===== config.mk =====
export PLATFORM = sky130hd
export DESIGN_NAME = morse_digit_decoder
export DESIGN_NICKNAME = d
export VERILOG_FILES = /design/src/rtl/morse_pkg.sv /design/src/rtl/morse_symbol_timer.sv /design/src/rtl/morse_digit_decoder.sv
export SDC_FILE = /design/constraint.sdc
export NUM_CORES = 1
export LEC_CHECK = 0
export ABC_CLOCK_PERIOD_IN_PS = 2370
export BUFFER_PORTS_ARGS = -buffer_cell sky130_fd_sc_hd__buf_2
export CAP_MARGIN = 0
export CORE_MARGIN = 2
export CORE_UTILIZATION = 50
export DETAILED_ROUTE_END_ITERATION = 7
export GPL_ROUTABILITY_DRIVEN = 0
export GPL_TIMING_DRIVEN = 0
export PLACE_DENSITY_LB_ADDON = 0.1
export SLEW_MARGIN = 20
export SYNTH_ARGS = -nofsm -noshare
export SYNTH_HDL_FRONTEND = slang
export SYNTH_SLANG_ARGS = --single-unit

===== constraint.sdc =====
create_clock -name clk -period 2.37 [get_ports clk]
set_clock_uncertainty 0.15 [all_clocks]
set_input_delay 0.474 -clock clk [delete_from_list [all_inputs] [get_ports clk]]
set_output_delay 0.474 -clock clk [all_outputs]
set_load 0.02 [all_outputs]

===== src/rtl/morse_pkg.sv =====
// Shared types and the Morse-to-digit lookup for the Morse digit decoder.
package morse_pkg;

    typedef enum logic [1:0] {IDLE, PRESS, GAP, EMIT} state_t;

    localparam logic [5:0] BLANK = 6'b111111;

    // sym holds the first symbol in bit 4; 1 = dash, 0 = dot.
    function automatic logic [5:0] morse_to_digit(input logic [4:0] sym);
        logic [5:0] digit;
        case (sym)
            5'b01111: digit = 6'd1;
            5'b00111: digit = 6'd2;
            5'b00011: digit = 6'd3;
            5'b00001: digit = 6'd4;
            5'b00000: digit = 6'd5;
            5'b10000: digit = 6'd6;
            5'b11000: digit = 6'd7;
            5'b11100: digit = 6'd8;
            5'b11110: digit = 6'd9;
            5'b11111: digit = 6'd0;
            default:  digit = BLANK;
        endcase
        return digit;
    endfunction

endpackage


===== src/rtl/morse_symbol_timer.sv =====
// Press and gap counters for one Morse key: dot/dash classification and
// end-of-character detection. Both counters saturate instead of wrapping.
module morse_symbol_timer #(
    parameter int DOT_MAX    = 4,
    parameter int GAP_CYCLES = 10,
    parameter int CNT_W      = 16
) (
    input  logic clk,
    input  logic reset_n,
    input  logic press_load,
    input  logic press_inc,
    input  logic gap_load,
    input  logic gap_inc,
    output logic is_dash,
    output logic gap_done
);

    logic [CNT_W-1:0] press_cnt;
    logic [CNT_W-1:0] gap_cnt;

    // NOTE: state registers use non-blocking assignments so every flop samples
    // pre-edge values regardless of statement order.
    always_ff @(posedge clk) begin
        if (!reset_n) begin
            press_cnt <= '0;
            gap_cnt   <= '0;
        end else begin
            if (press_load)
                press_cnt <= CNT_W'(1);
            else if (press_inc && press_cnt != '1)
                press_cnt <= press_cnt + CNT_W'(1);

            if (gap_load)
                gap_cnt <= CNT_W'(1);
            else if (gap_inc && gap_cnt != '1)
                gap_cnt <= gap_cnt + CNT_W'(1);
        end
    end

    assign is_dash  = press_cnt > CNT_W'(DOT_MAX);
    assign gap_done = gap_cnt == CNT_W'(GAP_CYCLES - 1);

endmodule


===== src/rtl/morse_digit_decoder.sv =====
// Collects timed dots/dashes from one Morse key into a 5-symbol digit and
// presents a registered 0..9 / BLANK code to the 7-segment display stage.
module morse_digit_decoder
    import morse_pkg::*;
#(
    parameter int DOT_MAX    = 4,
    parameter int GAP_CYCLES = 10,
    parameter int CNT_W      = 16
) (
    input  logic       clk,
    input  logic       reset_n,
    input  logic       key,
    output logic [5:0] state,
    output logic       digit_valid,
    output logic       error,
    output logic       busy
);

    state_t     fsm;
    logic [4:0] sym;
    logic [2:0] sym_cnt;
    logic       is_dash;
    logic       gap_done;
    logic [5:0] code;

    morse_symbol_timer #(
        .DOT_MAX   (DOT_MAX),
        .GAP_CYCLES(GAP_CYCLES),
        .CNT_W     (CNT_W)
    ) u_timer (
        .clk       (clk),
        .reset_n   (reset_n),
        .press_load(key && fsm != PRESS),
        .press_inc (key && fsm == PRESS),
        .gap_load  (!key && fsm == PRESS),
        .gap_inc   (!key && fsm == GAP),
        .is_dash   (is_dash),
        .gap_done  (gap_done)
    );

    // Anything other than exactly five symbols, including overflow, is not a digit.
    assign code = (sym_cnt == 3'd5) ? morse_to_digit(sym) : BLANK;

    always_ff @(posedge clk) begin
        if (!reset_n) begin
            fsm         <= IDLE;
            sym         <= '0;
            sym_cnt     <= '0;
            state       <= BLANK;
            digit_valid <= 1'b0;
            error       <= 1'b0;
            busy        <= 1'b0;
        end else begin
            digit_valid <= 1'b0;
            case (fsm)
                IDLE: begin
                    if (key) begin
                        fsm  <= PRESS;
                        busy <= 1'b1;
                    end
                end
                PRESS: begin
                    if (!key) begin
                        sym <= {sym[3:0], is_dash};
                        if (sym_cnt != 3'd6)
                            sym_cnt <= sym_cnt + 3'd1;
                        fsm <= GAP;
                    end
                end
                GAP: begin
                    if (key) begin
                        fsm <= PRESS;
                    end else if (gap_done) begin
                        fsm         <= EMIT;
                        busy        <= 1'b0;
                        digit_valid <= 1'b1;
                        state       <= code;
                        error       <= (code == BLANK);
                        sym         <= '0;
                        sym_cnt     <= '0;
                    end
                end
                EMIT: begin
                    // A press starting here is counted from this very cycle.
                    if (key) begin
                        fsm  <= PRESS;
                        busy <= 1'b1;
                    end else begin
                        fsm <= IDLE;
                    end
                end
                default: begin
                    fsm  <= IDLE;
                    busy <= 1'b0;
                end
            endcase
        end
    end

endmodule


**After elaboration in Yosys (flattened, before gate mapping)**

Memories as Yosys holds them, arrays and structs flattened. A register that Yosys moved wholly into a read port is not among the register bits.
Cells that the tools add are included.

- $add $sub $neg: 3
- Muxes and demuxes: 27
- Reductions and logical operators: 21
- Equality and inequality tests: 17
- Bitwise logic cells: 3
- Order comparisons: 1

Operators by type and width:

| cell | number |
|---|---|
| 16-bit by 1-bit adder with 16-bit output, second input constant | 2 |
| 16-bit inequality test, second input constant | 2 |
| 5-bit two-way mux | 5 |
| 16-bit by 4-bit == test with 1-bit output, second input constant | 1 |
| 16-bit by 3-bit greater-than comparator with 1-bit output, second input constant | 1 |
| 3-bit two-way mux | 4 |
| 5-bit case mux with 2 select lines | 1 |
| 1-bit two-way mux | 9 |
| 2-bit two-way mux | 4 |
| 2-bit inequality test, second input constant | 4 |
| 2-bit case mux with 4 select lines | 1 |
| 4-bit AND reduction | 2 |
| 2-bit nonzero test | 4 |
| 6-bit == test, second input constant | 1 |
| 1-bit logical AND | 6 |
| 6-bit two-way mux | 1 |
| 2-bit by 1-bit inequality test with 1-bit output, second input constant | 3 |
| 3-bit inequality test, second input constant | 2 |
| 3-bit case mux with 2 select lines | 1 |
| 3-bit AND reduction | 2 |
| 2-bit OR reduction | 3 |
| 5-bit AND reduction | 1 |
| 2-bit == test, second input constant | 2 |
| 3-bit by 1-bit adder with 3-bit output, second input constant | 1 |
| 7 further kinds | 9 |

- Input port bits: 3
- Bits in registers: 51
- Memories: 1
- Output and inout port bits: 9
- Memory bits (read-only): 192

Memory list:

| name | depth | width | rd ports | clocked after Yosys merged registers in | wr ports | RTL line | text |
|---|---|---|---|---|---|---|---|
| (no name shown) | 32 | 6 | 1 | 1 | 0 | morse_pkg.sv:11 | `case (sym)` |

**Longest topological paths before layout**

Gate-level depths: netlist of the first run.

- Word-level depth: 6
- Depth in mapped cells: 10
- Gate-level depth less buffers: 10

**Cells and area by module**

A second synthesis of the first run with hierarchy kept.

- Cell total of the unflattened synthesis: 366
- Area, all modules: 3074.2 µm²

By module, submodules not included:

| module | area each (µm²) | cells an instance | seq. area each (µm²) | times used |
|---|---|---|---|---|
| morse_symbol_timer | 1737.9 | 204 | 640.6 | 1 |
| morse_digit_decoder | 1336.3 | 162 | 460.4 | 1 |

**Worst setup path after synthesis of the first run**

Ideal clock, no wire load.

- Path kind: register to register
- Start point: reg fsm[0]
- End point: reg with a tool-made name
- Cell stages (with the launch flop): 10
- Arrival: 2119 ps
- Path buffers: 0
- Setup slack: -16 ps
- Library setup time: 117 ps
- Cells stage by stage: dfxtp_1 inv_1 ha_1 nor3b_2 o21ai_0 a21oi_1 ha_1 nand2b_1 a21o_1 o22a_1

RTL lines:

| item | RTL line | text |
|---|---|---|
| from (decl) | morse_digit_decoder.sv:19 | `state_t fsm;` |
| from (signal assigned) | morse_digit_decoder.sv:46 | `fsm <= IDLE;` |
| from (signal assigned) | morse_digit_decoder.sv:58 | `fsm <= PRESS;` |
| from (signal assigned) | morse_digit_decoder.sv:67 | `fsm <= GAP;` |

==> results of run 1 <==
worst register-to-register path: cells and delay by family, from the launching register on:
family / cells / cell delay [ns]
adder cells (fa/ha/maj): 2 / 0.36
AND/OR/NAND/NOR: 3 / 0.53
AO/OA/AOI/OAI: 4 / 0.79
flip-flops: 1 / 0.36
layout by cell type (no fill, tap or decap), types with 3 or more instances in the layout:
master | synthesis | layout
a31oi_1 | 3 | 3
buf_2 | 2 | 13
nor4_1 | 5 | 5
buf_4 | 1 | 11
a311oi_1 | 3 | 3
nand2b_1 | 7 | 5
nor3_2 | 2 | 4
xor2_1 | 12 | 12
nand2_1 | 17 | 17
and3_1 | 8 | 8
dfxtp_2 | 0 | 3
nand4_1 | 8 | 8
a21oi_1 | 13 | 12
o21ai_0 | 11 | 10
dfxtp_1 | 55 | 51
nand3_1 | 21 | 21
ha_1 | 15 | 12
inv_1 | 16 | 14
clkbuf_1 | 8 | 8
or3_1 | 3 | 3
xnor2_1 | 12 | 12
nor2_1 | 48 | 48
clkbuf_8 | 0 | 5
nor3_1 | 13 | 11
stage by stage:
stage	hold slack [ns]	power (mW)	instance area, µm²	setup slack (ns)	util (%)
3_3_place_gp	0.3314	1.273	3063	-0.3460	54.95
6_report	0.3530	1.864	3361	0.08469	60.29
3_5_place_dp	0.3363	1.278	3063	-0.3211	54.95
4_1_cts	0.3524	1.840	3247	-0.004330	58.25
5_1_grt	0.3914	1.959	3361	-0.06984	60.29
2_1_floorplan	0.3163	1.210	2918	0.05662	-
cell families after synthesis:
logic type / after synthesis / share of synthesized area [%]
AO/OA/AOI/OAI: 60 / 16.19
adder cells (fa/ha/maj): 15 / 6.441
multiplexers: 2 / 0.6870
buffers and inverters: 27 / 3.693
AND/OR/NAND/NOR: 148 / 27.99
flip-flops: 55 / 37.78
XOR/XNOR: 24 / 7.213
flip-flops by register name (all words and copies together) (netlist names), named ones only:
name / flops
state: 5
sym: 5
sym_cnt: 3
u_timer.press_cnt: 16
busy: 1
u_timer.gap_cnt: 16
digit_valid: 1
fsm: 2
error: 1
final cells by class:
| cell class | instances | area (µm²) | share of cell area, % |
|---|---|---|---|
| buffer | 11 | 47.55 | 1.415 |
| clock buffer | 5 | 68.82 | 2.048 |
| clock inverter | 3 | 25.02 | 0.7446 |
| inverter | 16 | 60.06 | 1.787 |
| multi-input combinational | 249 | 1831 | 54.47 |
| sequential | 55 | 1109 | 32.99 |
| tap | 72 | 90.09 | 2.681 |
| timing repair buffer | 21 | 130.1 | 3.872 |
synthesized netlist by cell type, types with 3 or more instances:
cell type	number	area, µm²
a311oi_1	3	26.28
nand2_1	17	63.81
nor2_1	48	180.2
or3_1	3	18.77
nor4_1	5	31.28
o21ai_0	11	55.05
xnor2_1	12	105.1
dfxtp_1	55	1101
a21oi_1	13	65.06
a31oi_1	3	18.77
nor3_1	13	65.06
xor2_1	12	105.1
nand2b_1	7	43.79
and3_1	8	50.05
nand4_1	8	50.05
ha_1	15	187.7
inv_1	16	60.06
clkbuf_1	8	30.03
nand3_1	21	105.1
metal layers:
metal	GRT usage, %	up-vias	routed length, µm
met2	32.17	35	2753
met1	26.15	1127	2880
met3	3.933	8	202
met5	0	-	0
li1	-	1230	-
met4	6.610	0	81
final timing paths:
kind	endpoint	slack [ns]
hold / removal	error	0.35
setup reg to reg	flop	0.08
setup / recovery	flop	0.08
hold reg to reg	error	0.35
repair_timing:
action	CTS	global route
pin swaps	6	6
resized for setup	10	20
endpoints found under the setup margin	8	19
cloned	0	0
buffers inserted	7	3
power by group:
group	total, mW	switching [mW]	internal [mW]
combinational	0.337	0.195	0.142
clock	0.539	0.327	0.212
sequential	0.988	0.0343	0.954
total	1.86	0.556	1.31
==> summary.txt, run 1 <==
Port bufs -> 11
Die Width -> 80.34 µm
Period utilisation layout -> 96.43%
Cell count after synthesis -> 331
DP Wirelength -> 4135 µm
Worst path depth -> 9
Area grow syn2layout -> 15.33%
Hold path startpoint -> error
Post-synth EDFFs -> 0
Crit-path leading delay family -> compound AO/OA/AOI/OAI gates
Slew margin rel. -> 62.64%
RSZ-0062 raised after global routing -> yes
Starting Density -> 52.28%
# hold bufs at CTS -> 0
Sequential area share after synthesis -> 37.78%
Row count -> 27
Main synth FF type -> dfxtp_1
Post-route setup TNS -> 0 ns
Vias -> 2,400
Synth cell types -> 58
Static Leak -> 1.203 nW
Most frequent cell on the critical path -> ha_1
R2R cell count -> 9
1st-iter DRT viols -> 98
Pin count of the biggest net entering global routing -> 19
Synth warn -> 0
Num CTS Buffers -> 5
I/O Pins -> 12
Fin cells -> 432
Core Box Area -> 0.005574 mm²
Filler cells -> 508
Final wirelength -> 5917 µm
Critical Path RT -> 2.43 ns
Number of global-route vias before repair -> 2,195
Final hold vios -> 0
Nets -> 377
Worst skew pair latency -> 0.31 ns
CTS tree -> done
CP cell instances -> ha_1 > nor4b_4 > a41oi_2 > o21ai_2 > a21oi_4 > ha_1 > nand2b_1 > a21boi_2 > nor3_2
Final Critical Period -> 2.285 ns
H-tree depth -> 2
Reg-to-reg critical path startpoint -> u_timer.gap_cnt[0]
Mapped Area -> 0.002914 mm²
VDD IR-drop max -> 0.0003514 V
Slowest cell on crit path -> dfxtp_2
Clk sink count -> 55
Congestion Overflow GR -> 0
Largest stage delay, worst path -> 0.36 ns
Avg Vias per Cell -> 5.556
Peak Freq -> 437.6 MHz
Critical Setup Path Class -> flop to flop
CP Launch Point -> u_timer.gap_cnt[0]
Initial antenna violation count -> 0
Root Buffer -> clkbuf_8
First-pass GRT wire length -> 10,010 µm
Total track usage -> 19.77%
Slew Limit Fails -> 0
Avg WL per Cell -> 13.70 µm
Max_cap viols -> 0
PwrDens -> 554.7 mW/mm²
Flops & latches, synth -> 55
Hold Path Class -> flop to flop
Antenna Diode Count -> 0
CP arrival -> 2.35 ns
Syn_nets -> 349
Critical path startpoint category -> flop
Drt drc -> 0
Overall die area -> 0.006455 mm²
Layout cells sized above 1 -> 21.39%
Clock transition at path regs -> 0.10 ns
Synth Area per Inst -> 8.804 µm²
Dpl cells -> 414
CP max FO -> 4
Final setup fails -> 0
Die height -> 80.34 µm
DR pass1 iterations -> 4
Final antenna-violating net count -> 0
Crit. End Element -> flop
Worst-Margin Slew -> 0.5604 ns
Max clock buf depth -> 2
Hold path depth -> 2
Async SR Flop Fraction -> 0%
Worst path bufs/invs -> 0
Status -> completed
No activity file was read; power rests on OpenSTA's default activity.
==> run 2, diff against run 1 <==
CORE_UTILIZATION = 40   (was 50)
==> run 2 against run 1 <==
  * Utilization is 13 points lower
  * Critical path type unchanged
  * First-iteration DRC count is 22% higher
  * Register-to-register slack hardly changed
  * Sequential share of layout area is 0.36 points lower
  * Combinational power is 1% lower
  * Cell count is 6.7% higher
  * Via count is 1.3% lower
  * Total power is 1.3% higher
  * Maximum frequency is 0.27% higher
  * Non-clock buffer count is 2 higher
==> summary.txt, run 2 (same netlist as run 1, synthesis figures left out) <==
Setup ws final -> 0.09080 ns (+0.006114 ns)
Most frequent cells in the layout -> dfxtp_1, nor2_1, nand3_1
Drt drc -> 0 (unchanged)
Peak Freq -> 438.8 MHz (+0.27%)
Vias -> 2,369 (-1.3%)
Commonest non-fill, non-tap cell in the layout -> dfxtp_1
CP Launch Point -> u_timer.gap_cnt[0]
Final Critical Period -> 2.279 ns (-0.006114 ns)
PwrDens -> 553.7 mW/mm² (-0.18%)
DR pass1 iterations -> 4 (unchanged)
GR peak layer -> met2
First-pass GRT wire length -> 10,010 µm (about the same)
Static Leak -> 1.225 nW (+1.8%)
CTS tree -> done
Hold slack final -> 0.3475 ns (-0.005528 ns)
Clock transition at path regs -> 0.10 ns (about the same)
Critical Path RT -> 2.42 ns (about the same)
DP Wirelength -> 4257 µm (+3.0%)
Worst skew pair latency -> 0.31 ns (about the same)
H-tree depth -> 2 (unchanged)
CP cell instances -> ha_1 > nor4b_4 > buf_4 > nand4_4 > buf_4 > a31o_2 > a211o_1 > a21oi_2 > nor3_2
Die Width -> 89.35 µm (+11%)
Max_cap viols -> 0 (unchanged)
Nets -> 379 (+0.53%)
Post-route setup TNS -> 0 ns (unchanged)
Most frequent cell on the critical path -> buf_4
Pre-CTS setup slack -> -0.3453 ns (-0.02418 ns)
Clock share of power -> 30.0% (+1.1 points)
Congestion Overflow GR -> 0 (unchanged)
Row count -> 31 (+15%)
Antenna Diode Count -> 0 (unchanged)
Hold path startpoint -> u_timer.press_cnt[1]
Num CTS Buffers -> 5 (unchanged)
Area grow syn2layout -> 17.00%
Die height -> 89.35 µm (+11%)
Seq pwr share -> 52.3% (-0.7 points)
Reg-to-reg critical path startpoint -> u_timer.gap_cnt[0]
Final setup fails -> 0 (unchanged)
Post-DP Area -> 0.003097 mm² (+1.1%)
Slew Limit Fails -> 0 (unchanged)
Critical Setup Path Class -> flop to flop
Final hold vios -> 0 (unchanged)
Root Buffer -> clkbuf_8
Layout cells sized above 1 -> 22.10% (+0.71 points)
Slew margin rel. -> 62.43% (-0.21 points)
Initial antenna violation count -> 0 (unchanged)
Design Area, Final -> 0.003410 mm² (+1.5%)
Biggest regs -> u_timer.gap_cnt (16), u_timer.press_cnt (16)
M1 GR Usage -> 21.80% (-4.4 points)
Number of global-route vias before repair -> 2,100 (-4.3%)
Final core occ -> 47.77% (-13 points)
R2R Setup Slk -> 0.09 ns (about the same)
Design Power -> 1.888 mW (+1.3%)
1st-iter DRT viols -> 120 (+22%)
RSZ-0062 raised after global routing -> no
CP max FO -> 5 (+1)
Avg WL per Cell -> 13.00 µm (-5.1%)
Pin count of the biggest net entering global routing -> 16 (-3)
Crit. End Element -> flop
Core Box Area -> 0.007137 mm² (+28%)
Starting Density -> 40.83% (-11 points)
P_int -> 1.361 mW (+4.1%)
Slowest cell on crit path -> dfxtp_2
I/O Pins -> 12 (unchanged)
Avg Vias per Cell -> 5.139 (-7.5%)
Largest stage delay, worst path -> 0.36 ns (about the same)
Worst-Margin Slew -> 0.5635 ns (+0.003082 ns)
Period utilisation layout -> 96.17% (-0.26 points)
Max clock buf depth -> 2 (unchanged)
Sw power -> 0.5266 mW (-5.3%)
Comb power frac -> 17.6% (-0.5 points)
Final antenna-violating net count -> 0 (unchanged)
Dpl cells -> 441 (+6.5%)
Filler cells -> 726 (+43%)
Total track usage -> 15.97% (-3.8 points)
Status -> completed
Fin cells -> 461 (+6.7%)
Final wirelength -> 5991 µm (+1.3%)
Overall die area -> 0.007983 mm² (+24%)
Critical path startpoint category -> flop
Met2 Usage GRT -> 25.19% (-7.0 points)
Hold Path Class -> flop to flop
Met3 Track Usage GR -> 3.232% (-0.70 points)
Switching part of the total -> 27.89% (-1.9 points)
CP arrival -> 2.33 ns (-0.02 ns)
VDD IR-drop max -> 0.0002734 V (-22%)
Port bufs -> 11 (unchanged)
Clk sink count -> 55 (unchanged)
run 2: changes by cell type in the layout (fill, tap and decap cells not counted), sizes merged:
cell      before  now
clkinv         2    0
clkinvlp       1    0
buf           24   27
clkbuf        13   15
run 2: cell type report:
class / count / area, µm² / share of cell area (%)
multi-input combinational: 249 / 1817 / 53.28
sequential: 55 / 1112 / 32.62
timing repair buffer: 24 / 152.6 / 4.477
tap: 99 / 123.9 / 3.633
clock buffer: 8 / 100.1 / 2.936
inverter: 16 / 60.06 / 1.761
buffer: 10 / 43.79 / 1.284
run 2: what timing repair did:
item | in CTS | in global routing
pin swaps | 6 | 7
buffers inserted | 6 | 7
hold buffers | 0 | 0
setup endpoints to repair | 8 | 19
gates resized for setup | 15 | 16
run 2: routing by layer:
layer | vias to the layer above | part of all wire (%)
li1 | 1234 | -
met4 | 0 | 1.6
met2 | 34 | 45
met5 | - | 0
met1 | 1094 | 50
met3 | 7 | 2.8
run 2: worst paths after layout:
path / to / cells after the start
setup reg to reg: flop / 9
hold reg to reg: u_timer.press_cnt[1] / 2
hold / removal: u_timer.press_cnt[1] / 2
setup / recovery: flop / 9
run 2: worst max-delay path: cells and delay by family (launching register included):
family | cells | cell delay (ns)
AOI/OAI and AO/OA | 3 | 0.71
DFF | 1 | 0.36
and+or+nand+nor | 3 | 0.43
adders and majority gates | 1 | 0.15
buffers and inverters | 2 | 0.36
run 2: power groups by stage:
stage          Clock (mW)  Combinational (mW)  Sequential [mW]
2_1_floorplan           0               0.211            0.999
3_3_place_gp            0               0.280             1.00
3_5_place_dp            0               0.281             1.00
4_1_cts             0.587               0.318            0.985
5_1_grt             0.615               0.376            0.992
6_report            0.567               0.333            0.988
==> run 3, diff against run 2 <==
ABC_CLOCK_PERIOD_IN_PS = 2400   (was 2370)
CORE_MARGIN = unset   (was 2)
clock period = 2.4 ns   (was 2.37 ns; I/O delays follow)
==> run 3 against run 2 <==
  * Non-clock buffer count fell by 2
  * Die area decreased by 4.4%
  * Final area shrank 0.22%
  * Total power increased by 1.1%
==> summary.txt, run 3 (same netlist as run 1, synthesis figures left out) <==
Clk sink count -> 55 (unchanged)
Die height -> 87.35 µm (-2.2%)
Slew margin rel. -> 63.49% (+1.1 points)
Starting Density -> 42.19% (+1.4 points)
Final core occ -> 49.26% (+1.5 points)
Crit. End Element -> flop
CP max FO -> 6 (+1)
Vias -> 2,360 (-0.38%)
Final antenna-violating net count -> 0 (unchanged)
I/O Pins -> 12 (unchanged)
Max_cap viols -> 0 (unchanged)
Avg Vias per Cell -> 5.187 (+0.93%)
DP Wirelength -> 4285 µm (+0.67%)
Critical Setup Path Class -> flop to flop
R2R cell count -> 9 (unchanged)
Overall die area -> 0.007630 mm² (-4.4%)
Status -> completed
Core Box Area -> 0.006907 mm² (-3.2%)
Hold path depth -> 2 (unchanged)
Hold endpoint -> error
Num CTS Buffers -> 5 (unchanged)
Initial antenna violation count -> 0 (unchanged)
H-tree depth -> 2 (unchanged)
Worst skew pair latency -> 0.32 ns (about the same)
Setup ws final -> 0.1230 ns (+0.03219 ns)
Most frequent cells in the layout -> dfxtp_1, nor2_1, nand3_1
Peak Freq -> 439.2 MHz (about the same)
Hold path startpoint -> error
Row count -> 30 (-3.2%)
Area grow syn2layout -> 16.75%
# hold bufs at CTS -> 0 (unchanged)
Final wirelength -> 5967 µm (-0.40%)
Layout cells sized above 1 -> 21.45% (-0.65 points)
Worst-Margin Slew -> 0.5477 ns (-0.01581 ns)
Max clock buf depth -> 2 (unchanged)
Antenna Diode Count -> 0 (unchanged)
Die Width -> 87.35 µm (-2.2%)
Nets -> 377 (-0.53%)
Design Area, Final -> 0.003402 mm² (-0.22%)
Hold Path Class -> flop to flop
Hold slack final -> 0.3480 ns (+0.0005030 ns)
Reg-to-reg critical path startpoint -> fsm[1]
Final setup fails -> 0 (unchanged)
Commonest non-fill, non-tap cell in the layout -> dfxtp_1
Pre-CTS setup slack -> -0.5038 ns (-0.1585 ns)
CTS tree -> done
Biggest regs -> u_timer.gap_cnt (16), u_timer.press_cnt (16)
Slew Limit Fails -> 0 (unchanged)
Pin count of the biggest net entering global routing -> 16 (unchanged)
R2R Setup Slk -> 0.12 ns (+0.03 ns)
Critical path startpoint category -> flop
PwrDens -> 561.0 mW/mm² (+1.3%)
Critical Path RT -> 2.45 ns (+0.03 ns)
Period utilisation layout -> 94.88% (-1.3 points)
VDD IR-drop max -> 0.0002322 V (-15%)
Final hold vios -> 0 (unchanged)
Root Buffer -> clkbuf_8
Avg WL per Cell -> 13.11 µm (+0.91%)
Total track usage -> 17.09% (+1.1 points)
DR pass1 iterations -> 4 (unchanged)
1st-iter DRT viols -> 121 (+0.83%)
Port bufs -> 11 (unchanged)
Congestion Overflow GR -> 0 (unchanged)
First-pass GRT wire length -> 10,290 µm (+2.9%)
Post-DP Area -> 0.003089 mm² (-0.24%)
Clock transition at path regs -> 0.11 ns (about the same)
Number of global-route vias before repair -> 2,173 (+3.5%)
CP arrival -> 2.33 ns (about the same)
Post-route setup TNS -> 0 ns (unchanged)
Drt drc -> 0 (unchanged)
Static Leak -> 1.213 nW (-1.0%)
Final Critical Period -> 2.277 ns (-0.002191 ns)
-- run 3: worst max-delay path by stage --
stage,slack [ns],endpoint,start
2_1_floorplan,0.01,flop,fsm[0]
3_3_place_gp,-0.52,flop,fsm[0]
3_5_place_dp,-0.50,flop,fsm[0]
4_1_cts,0.002,flop,u_timer.gap_cnt[0]
5_1_grt,-0.007,flop,fsm[1]
6_report,0.12,flop,fsm[1]
-- run 3: critical path, stage by stage, from the launching register on --
cell and delay (ns):
dfxtp_2 0.37, inv_1 0.15, ha_4 0.21, nor3b_4 0.26, buf_4 0.18, nand3_1 0.09, o211a_1 0.23, nor2_2 0.17
nand2_1 0.10, o22a_1 0.24
-- run 3: through the flow --
stage / total power, mW / std cells
final: 1.909 / 455
after global routing: 2.014 / 455
after CTS: 1.900 / 448
after detailed placement: 1.264 / 438
after global placement: 1.261 / 438
after floorplan: 1.195 / 331
-- run 3: final cells by class --
cell class | instances | area, µm²
buffer | 11 | 47.55
clock buffer | 6 | 72.57
clock inverter | 1 | 30.03
fill | 683 | 3505
inverter | 16 | 60.06
multi-input combinational | 249 | 1836
sequential | 55 | 1106
tap | 96 | 120.1
timing repair buffer | 21 | 130.1
-- run 3: repair_timing --
action,CTS,global route
setup endpoints to repair,6,15
cloned,0,0
resized for setup,13,18
pin swaps,3,6
setup buffers,3,7
-- run 3: per-layer routing --
metal	up-vias	track usage, %	routed length, µm
li1	1227	-	-
met1	1105	24.46	3180
met2	23	26.28	2590
met3	5	3.412	136
met4	0	4.024	59
met5	-	0	0
-- run 3: report_power, final --
part           internal, mW  switching, mW  total [mW]
Combinational         0.133          0.194       0.327
Clock                 0.307          0.301       0.608
Sequential            0.940         0.0338       0.974
Total                  1.38          0.529        1.91
